$ cat src/rtl/tl_ul_pkg.sv
// TileLink-UL opcode encodings and the D-channel response record shared by
// the MMIO responder and its register bank.
package tl_ul_pkg;

  // The response record carries a fixed-width source field. The top level
  // zero-extends its SRC_W-bit source into this field and truncates it back
  // on output, so SRC_W must not exceed this width.
  localparam int unsigned TL_SRC_W_MAX = 16;

  typedef enum logic [2:0] {
    PutFull    = 3'd0,
    PutPartial = 3'd1,
    Arith      = 3'd2,
    Logical    = 3'd3,
    Get        = 3'd4,
    Intent     = 3'd5
  } tl_a_op_e;

  typedef enum logic [2:0] {
    AccessAck     = 3'd0,
    AccessAckData = 3'd1
  } tl_d_op_e;

  typedef struct packed {
    tl_d_op_e                opcode;
    logic [2:0]              size;
    logic [TL_SRC_W_MAX-1:0] source;
    logic                    denied;
    logic [63:0]             data;
  } tl_d_resp_t;

endpackage

$ cat src/rtl/mmio_tl_responder_if.sv
// TileLink-UL A/D channel bundle between the IO MSHR (master) and the MMIO
// responder (slave).
interface mmio_tl_responder_if #(
  parameter int unsigned ADDR_W = 32,
  parameter int unsigned SRC_W  = 4
);

  logic              a_valid;
  logic              a_ready;
  logic [2:0]        a_opcode;
  logic [2:0]        a_param;
  logic [2:0]        a_size;
  logic [SRC_W-1:0]  a_source;
  logic [ADDR_W-1:0] a_address;
  logic [7:0]        a_mask;
  logic [63:0]       a_data;

  logic              d_valid;
  logic              d_ready;
  logic [2:0]        d_opcode;
  logic [2:0]        d_size;
  logic [SRC_W-1:0]  d_source;
  logic              d_denied;
  logic [63:0]       d_data;

  modport master (
    output a_valid, a_opcode, a_param, a_size, a_source, a_address, a_mask, a_data,
    output d_ready,
    input  a_ready,
    input  d_valid, d_opcode, d_size, d_source, d_denied, d_data
  );

  modport slave (
    input  a_valid, a_opcode, a_param, a_size, a_source, a_address, a_mask, a_data,
    input  d_ready,
    output a_ready,
    output d_valid, d_opcode, d_size, d_source, d_denied, d_data
  );

endinterface

$ cat src/rtl/mmio_tl_regfile.sv
// Bank of NUM_REGS 64-bit registers with byte-masked write and an
// asynchronous read port that returns the pre-write value.
module mmio_tl_regfile #(
  parameter int unsigned NUM_REGS = 8,
  parameter int unsigned IDX_W    = 3
) (
  input  logic                  clock,
  input  logic                  reset,
  input  logic                  we,
  input  logic [IDX_W-1:0]      widx,
  input  logic [7:0]            wmask,
  input  logic [63:0]           wdata,
  input  logic [IDX_W-1:0]      ridx,
  output logic [63:0]           rdata,
  output logic [NUM_REGS*64-1:0] regs_q
);

  logic [63:0] regs [NUM_REGS];

  // Clear on reset; otherwise update only the enabled byte lanes.
  always_ff @(posedge clock) begin
    if (!reset) begin
      for (int unsigned i = 0; i < NUM_REGS; i++) begin
        regs[i] <= '0;
      end
    end else if (we) begin
      for (int unsigned b = 0; b < 8; b++) begin
        if (wmask[b]) begin
          regs[widx][8*b +: 8] <= wdata[8*b +: 8];
        end
      end
    end
  end

  assign rdata = regs[ridx];

  for (genvar g = 0; g < NUM_REGS; g++) begin : g_flat
    assign regs_q[64*g +: 64] = regs[g];
  end

endmodule

$ cat src/rtl/mmio_tl_responder.sv
// TileLink-UL MMIO responder: accepts one A-channel request at a time,
// decodes it against a small register bank and returns the D response one
// cycle later, holding it until the requester takes it.
module mmio_tl_responder
  import tl_ul_pkg::*;
#(
  parameter int unsigned       ADDR_W    = 32,
  parameter int unsigned       SRC_W     = 4,
  parameter int unsigned       NUM_REGS  = 8,
  parameter logic [ADDR_W-1:0] BASE_ADDR = 'h6000_0000
) (
  input  logic                   clock,
  input  logic                   reset,
  mmio_tl_responder_if.slave     tl,
  output logic [NUM_REGS*64-1:0] regs_q
);

  localparam int unsigned       IDX_W = (NUM_REGS > 1) ? $clog2(NUM_REGS) : 1;
  localparam logic [ADDR_W-1:0] SPAN  = ADDR_W'(NUM_REGS * 8);

  typedef enum logic {
    IDLE,
    RESP
  } state_e;

  state_e            state_q, state_n;
  tl_d_resp_t        resp_q, resp_n;
  logic              a_fire, d_fire;
  logic              in_range, aligned, size_ok, ok, wr_en;
  logic [ADDR_W-1:0] off, align_mask;
  logic [IDX_W-1:0]  idx;
  logic [63:0]       rdata;
  logic              unused_bits;

  assign a_fire = tl.a_valid && (state_q == IDLE);
  assign d_fire = tl.d_ready && (state_q == RESP);

  // Unsigned compare against the base keeps addresses below it from wrapping
  // into the top register through the subtraction.
  assign off        = tl.a_address - BASE_ADDR;
  assign idx        = off[IDX_W+2:3];
  assign in_range   = (tl.a_address >= BASE_ADDR) && (off < SPAN);
  assign align_mask = (ADDR_W'(1) << tl.a_size) - ADDR_W'(1);
  assign aligned    = (tl.a_address & align_mask) == '0;
  assign size_ok    = tl.a_size <= 3'd3;
  assign ok         = in_range && aligned && size_ok;

  // Next-state: accept in IDLE, release on D handshake.
  always_comb begin
    state_n = state_q;
    case (state_q)
      IDLE:    if (tl.a_valid)  state_n = RESP;
      RESP:    if (tl.d_ready)  state_n = IDLE;
      default: state_n = IDLE;
    endcase
  end

  // Build the response for the request on channel A and gate the write.
  always_comb begin
    resp_n        = '0;
    resp_n.opcode = AccessAck;
    resp_n.size   = tl.a_size;
    resp_n.source = TL_SRC_W_MAX'(tl.a_source);
    resp_n.denied = 1'b1;
    resp_n.data   = '0;
    wr_en         = 1'b0;
    case (tl.a_opcode)
      PutFull, PutPartial: begin
        resp_n.denied = !ok;
        wr_en         = ok && a_fire;
      end
      Get: begin
        resp_n.opcode = AccessAckData;
        resp_n.denied = !ok;
        resp_n.data   = ok ? rdata : 64'd0;
      end
      Arith, Logical: begin
        resp_n.opcode = AccessAckData;
      end
      default: begin
        resp_n.opcode = AccessAck;
      end
    endcase
  end

  // State register and response hold; the response only changes on A fire.
  always_ff @(posedge clock) begin
    if (!reset) begin
      state_q <= IDLE;
      resp_q  <= '0;
    end else begin
      state_q <= state_n;
      if (a_fire) begin
        resp_q <= resp_n;
      end
    end
  end

  mmio_tl_regfile #(
    .NUM_REGS (NUM_REGS),
    .IDX_W    (IDX_W)
  ) u_regfile (
    .clock  (clock),
    .reset  (reset),
    .we     (wr_en),
    .widx   (idx),
    .wmask  (tl.a_mask),
    .wdata  (tl.a_data),
    .ridx   (idx),
    .rdata  (rdata),
    .regs_q (regs_q)
  );

  assign tl.a_ready  = (state_q == IDLE);
  assign tl.d_valid  = (state_q == RESP);
  assign tl.d_opcode = resp_q.opcode;
  assign tl.d_size   = resp_q.size;
  assign tl.d_source = resp_q.source[SRC_W-1:0];
  assign tl.d_denied = resp_q.denied;
  assign tl.d_data   = resp_q.data;

  assign unused_bits = ^{tl.a_param, off, resp_q.source, d_fire};

endmodule

$ cat src/flat_wrapper.sv
// flat-port wrapper written by rule: the top's interface ports become plain ports
module mmio_tl_responder_flat import tl_ul_pkg::*;
#(
  parameter int unsigned       ADDR_W    = 32,
  parameter int unsigned       SRC_W     = 4,
  parameter int unsigned       NUM_REGS  = 8,
  parameter logic [ADDR_W-1:0] BASE_ADDR = 'h6000_0000
)
  (clock, reset, regs_q, tl_a_valid, tl_a_opcode, tl_a_param, tl_a_size, tl_a_source, tl_a_address, tl_a_mask, tl_a_data, tl_d_ready, tl_a_ready, tl_d_valid, tl_d_opcode, tl_d_size, tl_d_source, tl_d_denied, tl_d_data);
  mmio_tl_responder_if #(.ADDR_W(ADDR_W), .SRC_W(SRC_W)) tl_i ();
  input  logic clock;
  input  logic reset;
  output logic [NUM_REGS*64-1:0] regs_q;
  input wire logic [$bits(tl_i.a_valid)-1:0] tl_a_valid;
  input wire logic [$bits(tl_i.a_opcode)-1:0] tl_a_opcode;
  input wire logic [$bits(tl_i.a_param)-1:0] tl_a_param;
  input wire logic [$bits(tl_i.a_size)-1:0] tl_a_size;
  input wire logic [$bits(tl_i.a_source)-1:0] tl_a_source;
  input wire logic [$bits(tl_i.a_address)-1:0] tl_a_address;
  input wire logic [$bits(tl_i.a_mask)-1:0] tl_a_mask;
  input wire logic [$bits(tl_i.a_data)-1:0] tl_a_data;
  input wire logic [$bits(tl_i.d_ready)-1:0] tl_d_ready;
  output wire logic [$bits(tl_i.a_ready)-1:0] tl_a_ready;
  output wire logic [$bits(tl_i.d_valid)-1:0] tl_d_valid;
  output wire logic [$bits(tl_i.d_opcode)-1:0] tl_d_opcode;
  output wire logic [$bits(tl_i.d_size)-1:0] tl_d_size;
  output wire logic [$bits(tl_i.d_source)-1:0] tl_d_source;
  output wire logic [$bits(tl_i.d_denied)-1:0] tl_d_denied;
  output wire logic [$bits(tl_i.d_data)-1:0] tl_d_data;
  assign tl_i.a_valid = tl_a_valid;
  assign tl_i.a_opcode = tl_a_opcode;
  assign tl_i.a_param = tl_a_param;
  assign tl_i.a_size = tl_a_size;
  assign tl_i.a_source = tl_a_source;
  assign tl_i.a_address = tl_a_address;
  assign tl_i.a_mask = tl_a_mask;
  assign tl_i.a_data = tl_a_data;
  assign tl_i.d_ready = tl_d_ready;
  assign tl_a_ready = tl_i.a_ready;
  assign tl_d_valid = tl_i.d_valid;
  assign tl_d_opcode = tl_i.d_opcode;
  assign tl_d_size = tl_i.d_size;
  assign tl_d_source = tl_i.d_source;
  assign tl_d_denied = tl_i.d_denied;
  assign tl_d_data = tl_i.d_data;
  mmio_tl_responder #(.ADDR_W(ADDR_W), .SRC_W(SRC_W), .NUM_REGS(NUM_REGS), .BASE_ADDR(BASE_ADDR)) u_core (.clock(clock), .reset(reset), .tl(tl_i), .regs_q(regs_q));
endmodule
$ cat config.mk
export PLATFORM = sky130hd
export DESIGN_NAME = mmio_tl_responder_flat
export DESIGN_NICKNAME = d
export VERILOG_FILES = /design/src/rtl/tl_ul_pkg.sv /design/src/rtl/mmio_tl_responder_if.sv /design/src/rtl/mmio_tl_regfile.sv /design/src/rtl/mmio_tl_responder.sv /design/src/flat_wrapper.sv
export SDC_FILE = /design/constraint.sdc
export NUM_CORES = 1
export LEC_CHECK = 0
export CORE_AREA = 5 5 270 272
export DETAILED_ROUTE_END_ITERATION = 8
export DIE_AREA = 0 0 275 277
export PLACE_DENSITY_LB_ADDON = 0.3
export RECOVER_POWER = 25
export REMOVE_ABC_BUFFERS = 1
export SLEW_MARGIN = 25
export SYNTH_ARGS = -nofsm -noshare
export SYNTH_HDL_FRONTEND = slang
export SYNTH_SLANG_ARGS = --single-unit
$ cat constraint.sdc
create_clock -name clock -period 5.2 [get_ports clock]
set_input_delay 1.3 -clock clock [delete_from_list [all_inputs] [get_ports clock]]
set_output_delay 1.3 -clock clock [all_outputs]
set_load 0.02 [all_outputs]
### Word level (Yosys, flattened, before mapping)

Memories as Yosys holds them, arrays and structs flattened.
Cells that the tools add are included.

* bits in registers: 76
* latch bits: 0
* memory bits (writable): 512
* ROM bits: 0
* input bits: 121
* output and inout bits: 589
* memories kept: 1

* add/sub/neg operators: 2
* multiply operators: 0
* divide/modulo/power cells: 0
* order comparisons: 3
* eq/ne operators: 4
* shift operators: 1
* multiplexer cells: 44
* bitwise gates (word level): 2
* reductions and logical operators: 12

Memories
* u_core.u_regfile.regs: depth 8, width 64, read ports 9, clocked after Yosys merged registers in 0, write ports 8, line mmio_tl_regfile.sv:18 `logic [63:0] regs [NUM_REGS];`

Operator list (number)
* $mux W64: 3
* $reduce_or A64 Y1: 1
* $mux W1: 38
* $and A32 B32 Y32: 1
* $ge A32 B31 Y1 const B: 1
* $logic_not A32 Y1: 1
* $lt A32 B7 Y1 const B: 1
* $shl A1 B3 Y32 const A: 1
* $sub A32 B2 Y32 const B: 1
* $sub A32 B31 Y32 const B: 1
* $mux W8: 1
* $eq A3 B2 Y1 const B: 2
* $reduce_or A3 Y1: 2
* $logic_and A1 B1 Y1: 5
* $eq A3 B1 Y1 const B: 1
* $eq A3 B3 Y1 const B: 1
* $le A3 B2 Y1 const B: 1
* $logic_not A3 Y1: 1
* $mux W3: 1
* $pmux W1 S2: 1
* $reduce_or A2 Y1: 1
* $logic_not A1 Y1: 1
* $not A1 Y1: 1

### Depth between registers and ports, before layout

Gate-level depths: netlist of run 1.

* depth after elaboration: 13
* depth in mapped cells: 11
* gate-level depth less buffers: 8

### By module

A second synthesis of run 1 with hierarchy kept.

* cells, all modules: 1979
* area, all modules: 26522.9 µm²

Modules (own cells, without submodules)
* mmio_tl_regfile: instances 1, cells an instance 1522, area an instance 22960.8 µm²
* mmio_tl_responder: instances 1, cells an instance 457, area an instance 3562.2 µm²

### Least setup slack after synthesis of run 1

OpenSTA, ideal clock, no wires.

* path type: input to register
* start point: input port tl_a_size[2]
* end point: memory u_core.u_regfile.regs[2][56] (enable)
* arrival: 4.080 ns
* data required time: 4.802 ns
* setup slack: 0.722 ns
* cell stages on the path: 10
* cell sequence: buf_2 or3_1 ha_1 and3b_1 o32ai_1 nand4_1 buf_2 buf_2 buf_6 o41ai_1

RTL lines
* from (decl): line flat_wrapper.sv:17 `input wire logic [$bits(tl_i.a_size)-1:0] tl_a_size;`
* to (decl): line mmio_tl_regfile.sv:18

==> flow_summary.json, run 1 <==
{
  "min_period_ns": 4.247,
  "seqPwrFrac": 0.461,
  "p_sw_w": 0.003076,
  "synth.avg_cell_area_um2": 12.30,
  "slew_headroom": -0.4966,
  "cts_tree": "yes",
  "cts_hold_buf": 0,
  "drive_gt1_frac": 0.1510,
  "clockRootBuffer": "clkbuf_16",
  "fin_skew_ns": 0.02840,
  "dp_hpwl_um": 80920,
  "yosysWarnings": 0,
  "viasPerCell": 6.391,
  "cellLeakagePower_nw": 12.96,
  "grtUsageTotal": 0.2991,
  "synthFlopType": "edfxtp_1",
  "synth_cells": 2226,
  "synth-xor-area-share": 0,
  "portBuffers": 704,
  "numCtsBuffers": 66,
  "drt_pass1_iterations": 6,
  "num_vias": 24760,
  "min_from": "u_core.tl.d_data[6]",
  "status": "complete, but fails checks",
  "nets": 2995,
  "yosys.area_share.simple": 0.1710,
  "violations": "max-capacitance violations, max-slew violations",
  "p_int_w": 0.008611,
  "tightest_slew_ns": 2.245,
  "max_freq_mhz": 235.5,
  "core_um2": 70510,
  "grt_first_pass_wirelength_um": 169200,
  "cp_max_fo": 47,
  "finalSetupViolCount": 0,
  "cts_setup_buffers": 0,
  "gp_congestion": 0.9223,
  "maxSlewViolCount": 35,
  "wire_per_inst_um": 30.82,
  "async_reset_ff_frac": 0,
  "r2r_cells": 5,
  "whs_path_depth": 2,
  "cts-resized-gates": 0,
  "synthAdderAreaFrac": 0.001370,
  "gr-total-overflow": 0,
  "pwr_density_cell_nw_per_um2": 304.4,
  "die_w_um": 275,
  "worst_setup_path_start_kind": "primary input",
  "clk_path_buf_depth": 3,
  "critical_path_class": "primary input to flop",
  "finalHoldViolCount": 0,
  "fin_hold_ws_ns": 0.4444,
  "insertion_delay_ns": 0.60,
  "yosysSeqAreaShare": 0.6154,
  "die-area_um2": 76180,
  "combPwrFrac": 0.133,
  "clkPwrFrac": 0.406,
  "fp-row-count": 98,
  "regToRegSetupSlack_ns": 2.02,
  "crit_start": "tl_a_size[2]",
  "ir_drop_mv": 0.2048,
  "synth-edff-count": 512,
  "switching_share": 0.2632,
  "drt_iter0_drc": 3283,
  "min_path_type": "flop to flop",
  "grt_max_degree": 113,
  "grt_pass1_vias": 24340,
  "cts_sinks": 586,
  "io_pins": 710,
  "rsz0062_at_grt": "false",
  "cp.arrival_ns": 4.62,
  "fin_setup_tns_ns": 0,
  "cts.clk_slew.worst_paths_ns": 0.06,
  "die_y_um": 277,
  "start_util": 0.3885,
  "crit_path_end_kind": "flop",
  "synth_mux_area_frac": 0.07442,
  "r2r_start": "u_core.tl.d_valid",
  "required_ns": 5.57,
  "maxCapViolCount": 1,
  "ys_types": 57,
  "htree_levels": 3,
  "route.detailed.drc": 0,
  "antenna_found_initial": 6,
  "synth_top_family_by_area": "simple AND/OR/NAND/NOR gates",
  "syn2layout_area_growth_pct": 40.19,
  "wl_um": 119400,
  "ys_ff_latch": 586,
  "syn_area_um2": 27390,
  "synth-compound-area-share": 0.08977,
  "hold_end": "u_core.tl.d_data[6]",
  "ant_nets": 0,
  "r2r_end": "u_core.u_regfile.regs[6][2]",
  "fin_crit_sh": 0.8167
}
## state kept, by name, indices dropped and copies added (netlist names)
| register | cells |
|---|---|
| u_core.tl.d_data | 64 |
| u_core.tl.d_denied | 1 |
| u_core.tl.d_opcode | 1 |
| u_core.tl.d_size | 3 |
| u_core.tl.d_source | 4 |
| u_core.tl.d_valid | 1 |
| u_core.u_regfile.regs | 512 |
## kinds of logic (layout without fill, tap and decap cells)
family / count (synthesis) / count (layout)
and+or+nand+nor: 847 / 847
DFF: 586 / 586
AOI/OAI and AO/OA: 331 / 331
buffers and inverters: 300 / 994
muxes: 158 / 158
adders and majority gates: 3 / 3
other: 1 / 5
## cell usage in the layout, fill, tap and decap left out, types with 8 or more instances in the layout
cell type          n
mux2i_1           63
and2_1            25
buf_12            13
nor2_1            29
a211oi_1           9
nand2_1          228
o41ai_2           64
clkinv_2           8
mux4_2            30
clkbuf_1          15
nor4_1           516
a21oi_1            8
clkdlybuf4s50_1  288
o22ai_1           49
dlygate4sd3_1    412
edfxtp_1         512
o31ai_1           10
o21ai_0          100
clkinv_1          10
o221ai_1          65
inv_1              8
dfxtp_1           74
buf_4            150
mux2_2            65
clkbuf_16         69
## power by group through the flow
stage                     registers [W]  clock network [W]  logic, W
after global placement          0.00549                  0   0.00154
after CTS                       0.00539            0.00478   0.00157
after floorplan                 0.00566                  0  0.000418
after global routing            0.00540            0.00498   0.00161
final                           0.00539            0.00474   0.00155
after detailed placement        0.00549                  0   0.00156
## how the worst max path moves through the flow
stage | endpoint | slack, ns | depth (start not counted)
detailed placement | u_core.u_regfile.regs[1][56] | 0.38 | 10
floorplan | u_core.u_regfile.regs[0][48] | -14.81 | 6
CTS | u_core.u_regfile.regs[2][48] | 1.0 | 9
global route | u_core.u_regfile.regs[2][61] | 0.77 | 12
global placement | u_core.u_regfile.regs[1][56] | 0.43 | 10
finish | u_core.u_regfile.regs[3][50] | 0.95 | 10
## area by class of cell
type	instances	area [um^2]
Inverter	8	30.03
Timing Repair Buffer	868	8437
Clock inverter	34	366.6
Clock buffer	84	1803
Tap cell	950	1189
Multi-Input combinational cell	1341	9707
Antenna cell	3	7.507
Fill cell	5869	32110
Sequential cell	586	16860
## metal layers
layer | track usage | vias to the layer above | routed length [um]
li1 | - | 10370 | -
met1 | 0.3728 | 12140 | 42720
met2 | 0.4765 | 1907 | 55740
met3 | 0.09184 | 345 | 14700
met4 | 0.1409 | 2 | 6231
met5 | 0 | - | 13
## Yosys cell counts, types with 26 or more instances
master    count  area [um^2]
clkbuf_1    134        503.0
o221ai_1     65        569.3
nor4_1      516         3228
edfxtp_1    512        15370
nand2_1     234        878.3
o22ai_1      49        306.5
buf_1        26        97.59
dfxtp_1      74         1481
mux2_2       65        732.0
buf_2       127        635.6
mux4_2       30        675.7
o41ai_1      48        420.4
mux2i_1      63        630.6
o21ai_0     100        500.5
nor2_1       29        108.9
## stage by stage
stage	instance area (um^2)	util	power (W)	setup WS, ns	instances
6_report	38400	0.5446	0.01169	0.9531	3874
5_1_grt	38390	0.5445	0.01199	0.7696	3873
4_1_cts	38380	0.5443	0.01174	0.9986	3871
3_5_place_dp	36210	0.5136	0.007052	0.3770	3753
3_3_place_gp	36190	0.5133	0.007030	0.4345	3752
2_1_floorplan	26110	-	0.006074	-14.81	1935
## worst max-delay path, cell delays in order
cell and delay [ns]:
clkdlybuf4s50_1 0.51, or3_1 0.41, ha_1 0.29, and3b_1 0.20, o32ai_1 0.28, nand4_1 0.28, buf_12 0.26, buf_4 0.31
buf_4 0.30, nor4_1 0.38
Power figures use the tool's default switching activity.
==> run 2, diff against run 1 <==
clock period = 4.24 ns   (was 5.2 ns; I/O delays follow)
==> flow_summary.json, run 2 (synthesis gave the netlist of run 1 again) <==
{
  "status": "complete, but fails checks",
  "violations": "max-capacitance violations, max-slew violations",
  "fin_total_pwr_w": 0.01443,
  "die_w_um": 275,
  "cts_setup_buffers": 0,
  "insertion_delay_ns": 0.62,
  "layout_commonest_cell": "nor4_1",
  "largest_register_ffs": 512,
  "required_ns": 4.56,
  "route.detailed.drc": 0,
  "clockRootBuffer": "clkbuf_16",
  "r2r_cells": 7,
  "cts.clk_slew.worst_paths_ns": 0.06,
  "cp_max_fo": 20,
  "io_pins": 710,
  "drt_iter0_drc": 2994,
  "cts-resized-gates": 0,
  "portBuffers": 704,
  "cts_hold_buf": 0,
  "cellLeakagePower_nw": 13.18,
  "dp_slack_ns": -0.06584,
  "crit_path_end_kind": "flop",
  "viasPerCell": 6.336,
  "ant_nets": 0,
  "whs_path_depth": 2,
  "cts_tree": "yes",
  "max_freq_mhz": 268.9,
  "grt_pass1_vias": 24100,
  "rsz0062_at_grt": "false",
  "finalHoldViolCount": 0,
  "ir_drop_mv": 0.3166,
  "min_period_ns": 3.718,
  "worst_setup_path_start_kind": "primary input",
  "fin_util": 0.5494,
  "die-area_um2": 76180,
  "num_vias": 24720,
  "cp.arrival_ns": 4.04,
  "maxCapViolCount": 1,
  "fp-row-count": 98,
  "dp_hpwl_um": 80980,
  "htree_levels": 2,
  "layout_setup_ws_ns": 0.5218,
  "wire_per_inst_um": 30.35,
  "clk_path_buf_depth": 3,
  "cts_sinks": 586,
  "critical_path_class": "primary input to flop",
  "core_um2": 70510,
  "min_path_type": "flop to flop",
  "fin_crit_sh": 0.8769,
  "die_y_um": 277,
  "grtUsageTotal": 0.2952,
  "grt_max_degree": 126,
  "maxSlewViolCount": 54,
  "syn2layout_area_growth_pct": 41.42,
  "gp_congestion": 0.9303,
  "slew_headroom": -0.1773,
  "nets": 3021,
  "numCtsBuffers": 61,
  "start_util": 0.3885,
  "pwr_density_cell_nw_per_um2": 372.5,
  "finalSetupViolCount": 0,
  "final_cell_mix": "nor4_1, edfxtp_1, dlygate4sd3_1",
  "regMostFlops": "u_core.u_regfile.regs",
  "grt_first_pass_wirelength_um": 167700,
  "tightest_slew_ns": 1.766,
  "wl_um": 118400,
  "drive_gt1_frac": 0.1632,
  "gr-total-overflow": 0,
  "drt_pass1_iterations": 6,
  "antenna_found_initial": 4,
  "fin_skew_ns": 0.01599
}
[run 2: cell types whose count changed in the layout (fill, tap and decap cells not counted), sizes merged]
cell,before,now
buf,165,196
bufinv,6,12
clkbuf,87,80
clkdlybuf4s50,288,287
clkinv,21,17
clkinvlp,4,3
diode,3,5
dlygate4sd3,412,413
inv,11,12
[run 2: final cells by class]
type | count | area [um^2]
inverter | 8 | 30.03
antenna | 5 | 12.51
sequential | 586 | 16860
tap | 950 | 1189
multi-input combinational | 1341 | 9707
fill | 5812 | 31770
clock inverter | 36 | 509.2
clock buffer | 77 | 1667
timing repair buffer | 899 | 8762
[run 2: metal layers]
layer | up-vias | GRT usage | wire length, um
li1 | 10450 | - | -
met1 | 12180 | 0.3778 | 44160
met2 | 1791 | 0.4770 | 55790
met3 | 304 | 0.08161 | 13180
met4 | 0 | 0.1165 | 5282
met5 | - | 0 | 0
[run 2: path summary, 6_finish.rpt]
kind / startpoint / slack (ns) / to
hold reg to reg: u_core.tl.d_data[17] / 0.45 / u_core.tl.d_data[17]
setup / recovery: tl_a_size[2] / 0.52 / u_core.u_regfile.regs[2][48]
setup reg to reg: u_core.tl.d_valid / 1.28 / u_core.u_regfile.regs[5][37]
hold / removal: u_core.tl.d_data[17] / 0.45 / u_core.tl.d_data[17]
[run 2: critical path: stages]
cell	delay [ns]
clkdlybuf4s50_1	0.49
or3_1	0.41
ha_1	0.29
and3b_1	0.20
o32ai_1	0.22
nand4_1	0.18
buf_12	0.22
buf_12	0.18
o41ai_2	0.50
buf_4	0.26
[run 2: where the power goes]
part	switching (W)	total, W	internal (W)
Combinational	0.00119	0.00193	0.000742
Clock	0.00237	0.00588	0.00351
Sequential	0.000162	0.00661	0.00645
[run 2: per-stage QoR]
stage	instance area [um^2]	hold slack, ns	instances	TNS (ns)
2_1_floorplan	26110	0.5359	1935	-
3_3_place_gp	36530	0.4374	3784	-1.101
3_5_place_dp	36530	0.4413	3784	-0.5630
4_1_cts	38700	0.4552	3897	0
5_1_grt	38730	0.4741	3901	0
6_report	38730	0.4484	3902	0
